--- config.mk ---
export PLATFORM = sky130hd
export DESIGN_NAME = lookup_table_write
export DESIGN_NICKNAME = d
export VERILOG_FILES = /design/src/rtl/lookup_table_write_pkg.sv /design/src/rtl/lookup_table_write_fill_addr_gen.sv /design/src/rtl/lookup_table_write.sv
export SDC_FILE = /design/constraint.sdc
export NUM_CORES = 1
export LEC_CHECK = 0
export ABC_CLOCK_PERIOD_IN_PS = 10300
export CAP_MARGIN = 15
export CELL_PAD_IN_SITES_DETAIL_PLACEMENT = 0
export CELL_PAD_IN_SITES_GLOBAL_PLACEMENT = 2
export CORE_MARGIN = 1.5
export CORE_UTILIZATION = 28
export CTS_CLUSTER_SIZE = 10
export DETAILED_ROUTE_END_ITERATION = 10
export PLACE_DENSITY = 0.85
export SLEW_MARGIN = 30
export SYNTH_ARGS = -nofsm -noshare
export SYNTH_HDL_FRONTEND = slang
export SYNTH_SLANG_ARGS = --single-unit
--- constraint.sdc ---
create_clock -name clk -period 10.3 [get_ports clk]
set_input_delay 2.06 -clock clk [delete_from_list [all_inputs] [get_ports clk]]
set_output_delay 2.06 -clock clk [all_outputs]
set_load 0.02 [all_outputs]
--- src/rtl/lookup_table_write_pkg.sv ---
// Shared definitions for the lookup-table writer: flush FSM encoding and skid FIFO sizing.
package lookup_table_write_pkg;

  typedef enum logic [1:0] {
    IDLE   = 2'd0,
    WAIT   = 2'd1,
    STREAM = 2'd2
  } flush_state_t;

  localparam int unsigned FIFO_DEPTH = 2;
  localparam int unsigned FIFO_PTR_W = $clog2(FIFO_DEPTH);
  localparam int unsigned FIFO_CNT_W = $clog2(FIFO_DEPTH + 1);

endpackage

--- src/rtl/lookup_table_write_fill_addr_gen.sv ---
// Fill address pattern generator: after delay cycles, sweeps iter periods of per cycles,
// enabling a write in the first duty cycles of each period.
module fill_addr_gen #(
  parameter int unsigned ADDR_W = 16
) (
  input  logic              clk,
  input  logic              rst,
  input  logic              start,
  input  logic              running,
  input  logic [31:0]       delay,
  input  logic [ADDR_W-1:0] iter,
  input  logic [ADDR_W-1:0] per,
  input  logic [ADDR_W-1:0] duty,
  input  logic [ADDR_W-1:0] shift,
  input  logic [ADDR_W-1:0] incr,
  output logic [ADDR_W-1:0] addr,
  output logic              en,
  output logic              done
);

  logic              busy;
  logic [31:0]       dly_cnt;
  logic [ADDR_W-1:0] per_cnt;
  logic [ADDR_W-1:0] iter_cnt;
  logic              active;
  logic              period_end;

  always_comb begin
    active     = busy && running && (dly_cnt == '0);
    period_end = (per_cnt == per - 1'b1);
    en         = active && (per_cnt < duty);
  end

  // shift is applied on top of the step taken in the last cycle of each period
  always_ff @(posedge clk or posedge rst) begin
    if (rst) begin
      busy     <= 1'b0;
      done     <= 1'b1;
      dly_cnt  <= '0;
      per_cnt  <= '0;
      iter_cnt <= '0;
      addr     <= '0;
    end else if (start) begin
      busy     <= (iter != '0) && (per != '0);
      done     <= (iter == '0) || (per == '0);
      dly_cnt  <= delay;
      per_cnt  <= '0;
      iter_cnt <= '0;
      addr     <= '0;
    end else if (busy && running) begin
      if (dly_cnt != '0) begin
        dly_cnt <= dly_cnt - 32'd1;
      end else begin
        addr <= addr + (en ? incr : '0) + (period_end ? shift : '0);
        if (period_end) begin
          per_cnt <= '0;
          if (iter_cnt == iter - 1'b1) begin
            busy <= 1'b0;
            done <= 1'b1;
          end else begin
            iter_cnt <= iter_cnt + 1'b1;
          end
        end else begin
          per_cnt <= per_cnt + 1'b1;
        end
      end
    end
  end

endmodule

--- src/rtl/lookup_table_write.sv ---
// Captures the in0 stream into a dual-port RAM and burst-writes it to external memory
// over databus port 0, optionally double-buffered so fill and flush overlap.
module lookup_table_write
  import lookup_table_write_pkg::*;
#(
  parameter int unsigned DATA_W     = 32,
  parameter int unsigned ADDR_W     = 16,
  parameter int unsigned AXI_ADDR_W = 32,
  parameter int unsigned AXI_DATA_W = 32,
  parameter int unsigned LEN_W      = 8
) (
  input  logic                    clk,
  input  logic                    rst,
  input  logic                    run,
  input  logic                    running,
  input  logic                    disabled,
  input  logic [DATA_W-1:0]       in0,
  input  logic [31:0]             delay0,
  input  logic [AXI_ADDR_W-1:0]   ext_addr,
  input  logic [LEN_W-1:0]        length,
  input  logic [ADDR_W-1:0]       iterA,
  input  logic [ADDR_W-1:0]       perA,
  input  logic [ADDR_W-1:0]       dutyA,
  input  logic [ADDR_W-1:0]       shiftA,
  input  logic [ADDR_W-1:0]       incrA,
  input  logic                    pingPong,
  output logic                    databus_valid_0,
  input  logic                    databus_ready_0,
  output logic [AXI_ADDR_W-1:0]   databus_addr_0,
  output logic [AXI_DATA_W-1:0]   databus_wdata_0,
  output logic [AXI_DATA_W/8-1:0] databus_wstrb_0,
  output logic [LEN_W-1:0]        databus_len_0,
  input  logic                    databus_last_0,
  input  logic [AXI_DATA_W-1:0]   databus_rdata_0,
  output logic                    done,
  output logic [ADDR_W-1:0]       ext_dp_addr_0_port_0,
  output logic [AXI_DATA_W-1:0]   ext_dp_out_0_port_0,
  input  logic [AXI_DATA_W-1:0]   ext_dp_in_0_port_0,
  output logic                    ext_dp_enable_0_port_0,
  output logic                    ext_dp_write_0_port_0,
  output logic [ADDR_W-1:0]       ext_dp_addr_0_port_1,
  output logic [AXI_DATA_W-1:0]   ext_dp_out_0_port_1,
  input  logic [AXI_DATA_W-1:0]   ext_dp_in_0_port_1,
  output logic                    ext_dp_enable_0_port_1,
  output logic                    ext_dp_write_0_port_1
);

  localparam int unsigned OCC_W = FIFO_CNT_W + 1;

  flush_state_t              state;
  logic                      bank;
  logic [LEN_W-1:0]          rd_cnt;
  logic                      rd_pend;
  logic [AXI_DATA_W-1:0]     fifo_mem [FIFO_DEPTH];
  logic [FIFO_PTR_W-1:0]     fifo_wp;
  logic [FIFO_PTR_W-1:0]     fifo_rp;
  logic [FIFO_CNT_W-1:0]     fifo_cnt;

  logic                      start;
  logic                      pop;
  logic                      hs_last;
  logic                      rd_issue;
  logic [OCC_W-1:0]          occ;
  logic [ADDR_W-1:0]         gen_addr;
  logic [ADDR_W-1:0]         rd_addr;
  logic                      gen_en;
  logic                      gen_done;
  logic                      unused_inputs;

  assign unused_inputs = ^{databus_rdata_0, ext_dp_in_0_port_0};

  fill_addr_gen #(.ADDR_W(ADDR_W)) u_fill_addr_gen (
    .clk     (clk),
    .rst     (rst),
    .start   (start),
    .running (running),
    .delay   (delay0),
    .iter    (iterA),
    .per     (perA),
    .duty    (dutyA),
    .shift   (shiftA),
    .incr    (incrA),
    .addr    (gen_addr),
    .en      (gen_en),
    .done    (gen_done)
  );

  // A read is issued only if its data, landing next cycle, still finds a free slot
  always_comb begin
    start    = run && !disabled;
    pop      = databus_valid_0 && databus_ready_0;
    hs_last  = pop && databus_last_0;
    occ      = OCC_W'(fifo_cnt) + OCC_W'(rd_pend) - OCC_W'(pop);
    rd_issue = (state == STREAM) && (rd_cnt < length) && (occ < OCC_W'(FIFO_DEPTH));
    rd_addr  = ADDR_W'(rd_cnt);
  end

  assign databus_valid_0 = (fifo_cnt != '0);
  assign databus_wdata_0 = fifo_mem[fifo_rp];
  assign databus_wstrb_0 = databus_valid_0 ? '1 : '0;
  assign databus_len_0   = length;

  assign ext_dp_addr_0_port_0   = pingPong ? {bank, gen_addr[ADDR_W-2:0]} : gen_addr;
  assign ext_dp_out_0_port_0    = in0;
  assign ext_dp_enable_0_port_0 = gen_en;
  assign ext_dp_write_0_port_0  = gen_en;

  assign ext_dp_addr_0_port_1   = pingPong ? {~bank, rd_addr[ADDR_W-2:0]} : rd_addr;
  assign ext_dp_out_0_port_1    = '0;
  assign ext_dp_enable_0_port_1 = rd_issue;
  assign ext_dp_write_0_port_1  = 1'b0;

  always_ff @(posedge clk) begin
    if (rd_pend) fifo_mem[fifo_wp] <= ext_dp_in_0_port_1;
  end

  // A new run always wins over a concurrent last handshake and restarts every counter
  always_ff @(posedge clk or posedge rst) begin
    if (rst) begin
      state          <= IDLE;
      bank           <= 1'b0;
      rd_cnt         <= '0;
      rd_pend        <= 1'b0;
      fifo_wp        <= '0;
      fifo_rp        <= '0;
      fifo_cnt       <= '0;
      done           <= 1'b1;
      databus_addr_0 <= '0;
    end else begin
      if (run) bank <= pingPong ? ~bank : 1'b0;
      if (start) begin
        done           <= 1'b0;
        databus_addr_0 <= ext_addr;
        rd_cnt         <= '0;
        rd_pend        <= 1'b0;
        fifo_wp        <= '0;
        fifo_rp        <= '0;
        fifo_cnt       <= '0;
        if (pingPong) state <= (length == '0) ? IDLE : STREAM;
        else          state <= WAIT;
      end else begin
        rd_pend  <= rd_issue;
        if (rd_issue) rd_cnt <= rd_cnt + 1'b1;
        if (rd_pend)  fifo_wp <= fifo_wp + FIFO_PTR_W'(1);
        if (pop)      fifo_rp <= fifo_rp + FIFO_PTR_W'(1);
        fifo_cnt <= fifo_cnt + FIFO_CNT_W'(rd_pend) - FIFO_CNT_W'(pop);
        case (state)
          WAIT:    if (gen_done) state <= (length == '0) ? IDLE : STREAM;
          STREAM: begin
            if (hs_last) begin
              state    <= IDLE;
              rd_cnt   <= '0;
              rd_pend  <= 1'b0;
              fifo_wp  <= '0;
              fifo_rp  <= '0;
              fifo_cnt <= '0;
            end
          end
          default: state <= IDLE;
        endcase
        if (!done && gen_done && ((state == IDLE) || hs_last)) done <= 1'b1;
      end
    end
  end

endmodule
Word-level counts from Yosys, hierarchy flattened

Memory sizes are Yosys's and may differ from the RTL's.
Cells that the tools add are included.

Flip-flop bits (word level): 131
Memory bits (writable): 64
Bits of input ports: 288
Output and inout bits: 178
Logic and storage cells: 135
Memories kept: 1

Add/sub/neg operators: 14
$lt $le $gt $ge: 3
Equal/unequal tests: 8
Mux-type cells: 59
Bitwise logic cells: 1
Reduce and logical (&&, ||, !) cells: 34

Memory list:

| memory   | depth | width | rd ports | clocked after Yosys merged registers in | wr ports | line                     | RTL |
|---|---|---|---|---|---|---|---|
| fifo_mem | 2     | 32    | 1        | 0                                       | 1        | lookup_table_write.sv:54 | `logic [AXI_DATA_W-1:0] fifo_mem [FIFO_DEPTH];` |

Operators with widths:

| operator                | count |
|---|---|
| $mux W16                | 16 |
| $mux W32                | 3 |
| $add A16 B1 Y16 const B | 2 |
| $add A16 B16 Y16        | 2 |
| $eq A16 B16 Y1          | 2 |
| $logic_not A16 Y1       | 2 |
| $logic_not A32 Y1       | 1 |
| $mux W8                 | 4 |
| $reduce_bool A16 Y1     | 2 |
| $reduce_bool A32 Y1     | 1 |
| $sub A16 B1 Y16 const B | 2 |
| $sub A32 B1 Y32 const B | 1 |
| $mux W1                 | 26 |
| $lt A16 B16 Y1          | 1 |
| $mux W2                 | 8 |
| $reduce_bool A2 Y1      | 6 |
| $logic_and A1 B1 Y1     | 11 |
| $add A8 B1 Y8 const B   | 1 |
| $logic_not A8 Y1        | 1 |
| $lt A8 B8 Y1            | 1 |
| $reduce_and A4 Y1       | 2 |
| $reduce_and A2 Y1       | 3 |
| $mux W4                 | 1 |
| $ne A2 B2 Y1 const B    | 2 |
| other kinds (15)        | 18 |

Depth between registers and ports, before layout

Gate-level depths: netlist (run 1).

Depth in word-level cells: 9
Mapped depth: 23
Depth with buffers taken out: 21

Cells and area by module

Synthesis (run 1) repeated with hierarchy kept, for this count alone.

Cell total of the unflattened synthesis: 1248
Area total of the unflattened synthesis: 12127.9 um2

Modules (own cells, without submodules):

| module             | instances | cells each | area an instance (um2) | sequential area each (um2) |
|---|---|---|---|---|
| fill_addr_gen      | 1         | 807        | 6814.0                 | 2053.2 |
| lookup_table_write | 1         | 441        | 5313.8                 | 3149.3 |

Least setup slack after synthesis (run 1)

Ideal clock, no wire load.

Kind: input -> register
Start: input port perA[0]
End: register u_fill_addr_gen.addr[13]
Data arrival time: 7.071 ns
Setup slack: 3.093 ns
Stages: 21
Path buffers: 3
Cell sequence: buf_2 -> inv_1 -> ha_1 -> or3b_2 -> or4_1 -> o21ai_0 -> o221ai_1 -> nor4_2 -> clkbuf_1 -> clkbuf_1 -> nand2_1 -> fa_1 -> inv_1 -> ha_1 -> or4_1 -> o221ai_1 -> a21oi_1 -> o21ai_0 -> or3b_2 -> nand3_1 -> a21oi_1

Longest elaborated chain between the ends: 7

RTL lines:

| element                | line                                   | RTL |
|---|---|---|
| start: declaration     | lookup_table_write.sv:22               | `input logic [ADDR_W-1:0] perA,` |
| $sub A16 B1 Y16        | lookup_table_write_fill_addr_gen.sv:30 | `period_end = (per_cnt == per - 1'b1);` |
| $eq A16 B16 Y1         | lookup_table_write_fill_addr_gen.sv:30 |  |
| $mux W16               | lookup_table_write_fill_addr_gen.sv:54 | `addr <= addr + (en ? incr : '0) + (period_end ? shift : '0);` |
| $add A16 B16 Y16       | lookup_table_write_fill_addr_gen.sv:54 |  |
| $mux W16               | lookup_table_write_fill_addr_gen.sv:51 | `if (dly_cnt != '0) begin` |
| $mux W16               | lookup_table_write_fill_addr_gen.sv:50 | `end else if (busy && running) begin` |
| $mux W16               | lookup_table_write_fill_addr_gen.sv:43 | `end else if (start) begin` |
| end signal: assignment | lookup_table_write_fill_addr_gen.sv:54 |  |
| end: declaration       | lookup_table_write_fill_addr_gen.sv:16 | `output logic [ADDR_W-1:0] addr,` |

No other way between the ends. The select of a mux whose other input is x is not followed.
A chain may end at the register's enable or synchronous reset.

Worst setup path after layout (run 1)

Start: input port databus_ready_0
End: output port ext_dp_enable_0_port_1

Longest elaborated chain between the ends: 4

RTL lines:

| element             | line                     | RTL |
|---|---|---|
| start: declaration  | lookup_table_write.sv:28 | `input logic databus_ready_0,` |
| $logic_and A1 B1 Y1 | lookup_table_write.sv:91 | `pop = databus_valid_0 && databus_ready_0;` |
| $sub A3 B1 Y3       | lookup_table_write.sv:93 | `occ = OCC_W'(fifo_cnt) + OCC_W'(rd_pend) - OCC_W'(pop);` |
| $lt A3 B2 Y1        | lookup_table_write.sv:94 | `rd_issue = (state == STREAM) && (rd_cnt < length) && (occ < OCC_W'(FIFO_DEPTH));` |
| $logic_and A1 B1 Y1 | lookup_table_write.sv:94 |  |
| end: declaration    | lookup_table_write.sv:44 | `output logic ext_dp_enable_0_port_1,` |

No other way between the ends.

==> metrics.md, run 1 <==
| Metric | Value |
|---|---|
| Status | `complete, no violations` |
| Cts repair resizes | `0` |
| Overall overflow remaining after global route | `0` |
| Slew at the pin closest to its max-slew limit | `0.895 ns` |
| Reg-to-Reg End | `u_fill_addr_gen.addr[14]` |
| Worst setup skew after layout | `0.0143 ns` |
| Endpoint type of the worst setup path | `output port` |
| Worst hold path type | `reg2reg` |
| Distinct cell type count of the synthesized netlist | `71` |
| Number of antenna cells inserted | `0` |
| Wire length of the first global-routing pass | `52500 um` |
| 1st-pass router iterations | `5` |
| Number of nets with antenna violations after routing | `0` |
| Post-synthesis compound-gate area fraction | `10.1%` |
| I/O pin count | `466` |
| Multiplexer area fraction after synthesis | `between 3 and 4%` |
| Top_reg_cell synth | `dfrtp_1` |
| Horiz. Die Dim | `211 um` |
| Fraction of the cycle the final worst path needs | `about four fifths` |
| Standby leakage power | `6.53 nW` |
| Clock tree from TritonCTS | `built` |
| Total routed wirelength | `~34000 um` |
| Number of maximum-capacitance constraint violations | `0` |
| RSZ-0062 raised after global routing | `no` |
| Routability Congestion | `about 0.80` |
| Xor-xnor portion of the synthesized cell area | `6.79%` |
| Top fanout value on the critical path | `12` |
| EDFF count, synth | `64` |
| Inserted Clock Buffers | `17` |
| Core Rows | `75` |
| Largest net degree at the start of global routing | `95` |
| Total count of max-transition violations in the final report | `0` |
| Synth Register Bits | `195` |
| CP endpoint | `ext_dp_enable_0_port_1` |
| Clock edge transition at the registers on the reported setup and hold paths | `0.08 ns` |
| Clock tree root buffer cell | `clkbuf_16` |
| Number of buffers between clock root and the deepest sink | `2` |
| Post-detailed-route via-to-cell ratio | `about 4.7` |
| Number of antenna violations at the first check in global routing | `0` |
| Kind of critical path | `in2out` |
| Area added between synthesis and finish | `30.1%` |
| Clock latency on the worst-skew pair | `0.47 ns` |
| Filler cell count | `4260` |
| Synthesized instance count | `1284` |
| FF-to-FF setup slack | `roughly 4 ns` |
| Vertical extent of the die | `211 um` |
| Count of nets after finishing | `roughly 1900` |
| Maximum operating frequency | `124 MHz` |
| Hold_buf cts | `0` |
| Number of warning messages in the yosys log | `0` |
| Number of setup buffers added after CTS | `0` |
| Clock period minus final worst setup slack | `between 8 and 9 ns` |
| Hold Fails Final Rpt | `0` |
| Via count of the first global-routing pass | `9694` |
| Rel. slew slack | `a little over 40%` |
| Starting utilization of the core area | `28.6%` |
| Layout cell share with drive strength beyond 1 | `6.65%` |
| Post-route DRC | `0` |
| Number of buffer cells added on primary ports | `297` |
| Placeable Area | `42200 um2` |
| Ratio of total power to cell area | `147 nW/um2` |
| Die outline area | `44400 um2` |
| CP required | `8.24 ns` |
| Area share of fa/ha/maj cells after synthesis | `7.69%` |
| Final HPWL DP | `about 25000 um` |
| Wire length per cell | `about 16 um` |
| Total Routing Usage GR | `~15%` |
| CTS H-tree depth | `4` |
| Mapped cell area | `12100 um2` |
| Sinks on the clock net | `195` |
| DP Worst Slack | `approximately 1.9 ns` |
| Highest ir drop seen on vdd | `around 0.10 mV` |
| Data arrival time of the worst path | `5.98 ns` |
| Post-Synth Simple-Gate Area | `18.1%` |
| Proportion of register bits with asynchronous set or reset after synthesis | `67.2%` |
| Routed via count | `9659` |
| Sequential-to-total area share from yosys stat | `43.1%` |
| Critical path startpoint | `databus_ready_0` |
| Post-Route Setup TNS | `0 ns` |
| Count of cells along the worst register-to-register path | `18` |
| Reg2Reg Launch Point | `u_fill_addr_gen.dly_cnt[6]` |
| Main combinational cell family by area after synthesis | `simple AND/OR/NAND/NOR gates` |
| Number of DRC markers in iteration 0 | `550` |
| Synth Area per Inst | `9.41 um2` |
| Critical Path Source Type | `input port` |
| # setup viols final | `0` |
| Worst path setup slack after routing | `about 2.3 ns` |
[final cells by class]
cell class	instances	area, um2	area share (%)
multi-input cells	893	5790	36.8
flip-flops and latches	195	5200	33.1
repair buffers	309	3090	19.6
well taps	539	674	4.29
clock buffers	18	429	2.73
inverters	90	343	2.18
clock inverters	14	191	1.22
[worst max-delay path, stage by stage]
cell	delay [ns]
clkdlybuf4s50_1	0.40
and2_1	0.17
ha_1	0.28
inv_1	0.04
ha_1	0.18
fa_1	0.45
or4_1	0.59
a2111oi_0	0.68
nor2_1	0.37
inv_1	0.14
clkdlybuf4s50_1	0.61
[cells in the final DEF (no fill, tap or decap), types with 6 or more instances in the layout]
cell,n
clkdlybuf4s50_1,297
nand2_1,227
dfrtp_1,129
inv_1,89
o21ai_0,76
edfxtp_1,64
xnor2_1,57
nor2_1,57
ha_1,47
a21oi_1,42
conb_1,40
xor2_1,34
mux2_2,33
nor3_1,25
nand3_1,23
or3_1,23
or4_1,18
fa_1,17
clkbuf_16,17
nor4_1,16
and3_1,16
a21o_1,12
buf_4,10
o21a_1,9
and2_1,9
a31oi_1,7
nand4_1,7
a211oi_1,7
or2_2,6
mux2i_1,6
nand2b_1,6
o31ai_1,6
[where the power goes]
| part | total, mW | internal (mW) | switching, mW | leakage [nW] |
|---|---|---|---|---|
| Combinational | 0.660 | 0.318 | 0.342 | 3.94 |
| Sequential | 0.936 | 0.886 | 0.0505 | 2.29 |
| Clock | 0.713 | 0.371 | 0.342 | 0.298 |
[metrics by stage]
| stage | total power [mW] | hold slack (ns) | instance area (um2) | utilization (%) | std cells |
|---|---|---|---|---|---|
| after global placement | 1.61 | 0.457 | 15100 | 35.6 | 2025 |
| after floorplan | 1.35 | 0.467 | 12200 | - | 1323 |
| after detailed placement | 1.62 | 0.462 | 15100 | 35.7 | 2025 |
| after CTS | 2.34 | 0.481 | 15700 | 37.1 | 2057 |
| final | 2.31 | 0.478 | 15700 | 37.2 | 2058 |
| after global routing | 2.43 | 0.508 | 15700 | 37.2 | 2058 |
[metal layers]
metal | vias to the layer above | part of all wire (%) | track usage (%)
met3 | 27 | 8.0 | 5.44
li1 | 4697 | - | -
met4 | 0 | 1.4 | 4.41
met5 | - | 0 | 0
met2 | 303 | 46 | 24.5
met1 | 4632 | 45 | 19.4
[synthesized netlist by cell type (9+ instances only)]
| cell | count | area (um2) |
|---|---|---|
| xor2_1 | 34 | 298 |
| nor3_1 | 26 | 130 |
| dfrtp_1 | 129 | 3230 |
| or3_1 | 23 | 144 |
| or4_1 | 18 | 135 |
| nand3_1 | 23 | 115 |
| nand2_1 | 227 | 852 |
| xnor2_1 | 57 | 499 |
| a21oi_1 | 42 | 210 |
| edfxtp_1 | 64 | 1920 |
| inv_1 | 90 | 338 |
| ha_1 | 47 | 588 |
| o21a_1 | 9 | 67.6 |
| fa_1 | 17 | 340 |
| o21ai_0 | 76 | 380 |
| and2_1 | 9 | 56.3 |
| buf_4 | 100 | 751 |
| clkbuf_1 | 39 | 146 |
| mux2_2 | 33 | 372 |
| nor4_1 | 18 | 113 |
| and3_1 | 16 | 100 |
| a21o_1 | 12 | 90.1 |
| nor2_1 | 57 | 214 |
[sequential cells by signal, summed over array words and instances, names as in the netlist]
name,count
u_fill_addr_gen.iter_cnt,16
state,2
u_fill_addr_gen.busy,1
u_fill_addr_gen.addr,16
rd_cnt,8
fifo_rp,1
fifo_cnt,2
fifo_wp,1
done,1
fifo_mem,64
bank,1
u_fill_addr_gen.done,1
u_fill_addr_gen.per_cnt,16
databus_addr_0,32
rd_pend,1
u_fill_addr_gen.dly_cnt,32
[worst min-delay path by stage]
stage                             startpoint            endpoint  depth (start not counted)
after CTS                 databus_addr_0[13]  databus_addr_0[13]                          2
final                     databus_addr_0[13]  databus_addr_0[13]                          2
after global routing      databus_addr_0[28]  databus_addr_0[28]                          2
after global placement    databus_addr_0[12]  databus_addr_0[12]                          2
after floorplan                         bank                bank                          1
after detailed placement  databus_addr_0[13]  databus_addr_0[13]                          2
[cell families after synthesis]
| group | Yosys count |
|---|---|
| simple gates | 461 |
| compound gates | 197 |
| mux | 39 |
| fa+ha+maj | 64 |
| flops | 195 |
| other cells | 1 |
| buf+inv | 235 |
| xor+xnor | 92 |
(Power assumes the default switching activity.)
==> run 2, diff against run 1 <==
Settings changed: ABC_CLOCK_PERIOD_IN_PS 10300 to 6500, CORE_UTILIZATION 28 to 23, PLACE_DENSITY 0.85 to 0.74.
Clock period 10.3 ns to 6.5 ns, I/O delays scaled along.
==> metrics.md, run 2 (same netlist as run 1, synthesis figures left out) <==
| Metric | Value |
|---|---|
| Critical Path Source Type | `input port` |
| Layout cell share with drive strength beyond 1 | `9.84%` |
| Flip-flop count of the largest register, all copies and words added | `64` |
| Rel. slew slack | `43.9%` |
| Clock tree from TritonCTS | `built` |
| Worst setup skew after layout | `a little under 0.02 ns` |
| 1st-pass router iterations | `5` |
| Leading cell types in the layout, fill and taps excluded | `297 x clkdlybuf4s50_1, 227 x nand2_1, 129 x dfrtp_1` |
| Overall overflow remaining after global route | `0` |
| Number of buffers between clock root and the deepest sink | `2` |
| Largest net degree at the start of global routing | `96` |
| Total routed wirelength | `around 35000 um` |
| Worst hold path type | `reg2reg` |
| Clock period minus final worst setup slack | `6.24 ns` |
| Horiz. Die Dim | `232 um` |
| FF-to-FF setup slack | `around 0.8 ns` |
| Clk network pwr share | `30.2%` |
| Kind of critical path | `in2out` |
| Internal Power | `2.44 mW` |
| Routed via count | `9780` |
| Area added between synthesis and finish | `34.7%` |
| Placeable Area | `51600 um2` |
| Standby leakage power | `6.77 nW` |
| Switching pwr | `1.20 mW` |
| Number of maximum-capacitance constraint violations | `0` |
| Inserted Clock Buffers | `17` |
| Hold-critical path endpoint | `databus_addr_0[6]` |
| Placed instance area | `between 15000 and 20000 um2` |
| Filler cell count | `5413` |
| Ratio of total power to cell area | `224 nW/um2` |
| Via count of the first global-routing pass | `9937` |
| Number of buffer cells added on primary ports | `297` |
| Post-detailed-route via-to-cell ratio | `around 4.4` |
| Portion of total power attributed to combinational logic | `29.0%` |
| Switching portion of total power | `between 30% and 40%` |
| RSZ-0062 raised after global routing | `no` |
| Worst path setup slack after routing | `0.261 ns` |
| DP Worst Slack | `-0.425 ns` |
| Most common library cell in the layout ignoring fill and taps | `clkdlybuf4s50_1` |
| Wire length per cell | `15.8 um` |
| Reg2Reg Launch Point | `u_fill_addr_gen.dly_cnt[6]` |
| Start point of the worst min-delay path | `databus_addr_0[6]` |
| Number of cells on the worst hold path | `2` |
| Core Rows | `83` |
| Reg with most FFs | `fifo_mem` |
| Sinks on the clock net | `approximately 200` |
| Clock tree root buffer cell | `clkbuf_16` |
| Post-route DRC | `0` |
| Post-route cell area | `16300 um2` |
| Final core area utilization | `31.5%` |
| Sequential share of power | `40.8%` |
| Vertical extent of the die | `between 200 and 250 um` |
| Status | `complete, no violations` |
| Routability Congestion | `between 0.7 and 0.8` |
| Data arrival time of the worst path | `around 4.9 ns` |
| Number of DRC markers in iteration 0 | `336` |
| Count of nets after finishing | `1904` |
| Count of cells along the worst register-to-register path | `19` |
| Biggest registers after layout | `fifo_mem x64, databus_addr_0 x32, u_fill_addr_gen.dly_cnt x32` |
| Number of antenna violations at the first check in global routing | `1` |
| Die outline area | `53900 um2` |
| CP required | `5.20 ns` |
| Maximum operating frequency | `160 MHz` |
| Slew at the pin closest to its max-slew limit | `0.842 ns` |
| Top fanout value on the critical path | `12` |
| Total Routing Usage GR | `13.3%` |
| Reg-to-Reg End | `u_fill_addr_gen.addr[13]` |
| Clock edge transition at the registers on the reported setup and hold paths | `around 0.080 ns` |
| CTS H-tree depth | `4` |
| I/O pin count | `~470` |
| Clock latency on the worst-skew pair | `~0.5 ns` |
| Number of antenna cells inserted | `0` |
| Number of nets with antenna violations after routing | `0` |
| Number of placed cells counting well taps | `roughly 2200` |
| Master of the slowest instance on the critical path | `clkdlybuf4s50_1` |
| Hold Fails Final Rpt | `0` |
| Wire length of the first global-routing pass | `54700 um` |
| Fraction of the cycle the final worst path needs | `96.0%` |
| Highest ir drop seen on vdd | `0.165 mV` |
| Delay contributed by the slowest stage of the critical path | `approximately 0.63 ns` |
| Final HPWL DP | `~27000 um` |
| Endpoint type of the worst setup path | `output port` |
| Cell chain of the critical path | `clkdlybuf4s50_1, and2_1, ha_1, inv_1, ha_1, fa_1, or4_1, a2111oi_0, buf_4, nor2_1, inv_1, clkdlybuf4s50_1` |
| Non-filler instance count after layout | `~2200` |
| # setup viols final | `0` |
| Starting utilization of the core area | `23.4%` |
| Total count of max-transition violations in the final report | `0` |
| Worst hold-check slack | `0.479 ns` |
[run 2: worst max-delay path: cells and delay by family]
kind / cells / cell delay (ns)
buf+inv: 5 / 1.36
simple gates: 3 / 0.95
fa+ha+maj: 3 / 0.91
compound gates: 1 / 0.41
[run 2: how the worst max path moves through the flow]
| stage | start | cells after the start | to | slack [ns] |
|---|---|---|---|---|
| 6_report | databus_ready_0 | 12 | ext_dp_enable_0_port_1 | 0.26 |
| 5_1_grt | perA[6] | 22 | u_fill_addr_gen.addr[14] | 0.02 |
| 4_1_cts | perA[6] | 19 | u_fill_addr_gen.addr[13] | 0.12 |
| 3_5_place_dp | perA[6] | 19 | u_fill_addr_gen.addr[13] | -0.43 |
| 3_3_place_gp | perA[0] | 21 | u_fill_addr_gen.addr[14] | -0.38 |
| 2_1_floorplan | perA[0] | 21 | u_fill_addr_gen.addr[13] | 0.05 |
[run 2: per-layer routing]
metal / GRT usage (%) / vias up / share of wire, %
met5: 0 / - / 0.037
met1: 16.4 / 4683 / 45
li1: - / 4787 / -
met4: 4.81 / 2 / 1.9
met2: 21.8 / 267 / 47
met3: 4.00 / 41 / 6.1
[run 2: stage by stage]
| step | setup TNS (ns) | power [mW] |
|---|---|---|
| 2_1_floorplan | 0 | 2.14 |
| 6_report | 0 | 3.64 |
| 5_1_grt | 0 | 3.84 |
| 4_1_cts | 0 | 3.72 |
| 3_3_place_gp | -1.63 | 2.57 |
| 3_5_place_dp | -1.76 | 2.58 |
[run 2: final cells by class]
type | count | area (um2) | area share, %
multi-input combinational | 893 | 5820 | 35.7
sequential | 195 | 5200 | 32.0
timing repair buffer | 355 | 3460 | 21.3
tap | 680 | 851 | 5.23
clock buffer | 17 | 425 | 2.61
inverter | 90 | 343 | 2.11
clock inverter | 15 | 176 | 1.08
[run 2: power groups by stage]
stage | sequential, mW | combinational [mW] | clock [mW]
after detailed placement | 1.51 | 1.07 | 0
after CTS | 1.49 | 1.08 | 1.16
final | 1.49 | 1.06 | 1.10
after global routing | 1.50 | 1.16 | 1.18
after global placement | 1.50 | 1.06 | 0
after floorplan | 1.53 | 0.604 | 0
[run 2: what timing repair did]
action,4_1_cts,5_1_grt
resized for setup,0,9
endpoints found under the hold margin,0,0
buffers inserted,0,1
endpoints found under the setup margin,0,5
hold buffers,0,0
==> run 3, diff against run 2 <==
Settings changed: ABC_CLOCK_PERIOD_IN_PS 6500 to default.
==> results of run 3 <==
The final DEF is identical to that of run 2; final timing and power are the same.
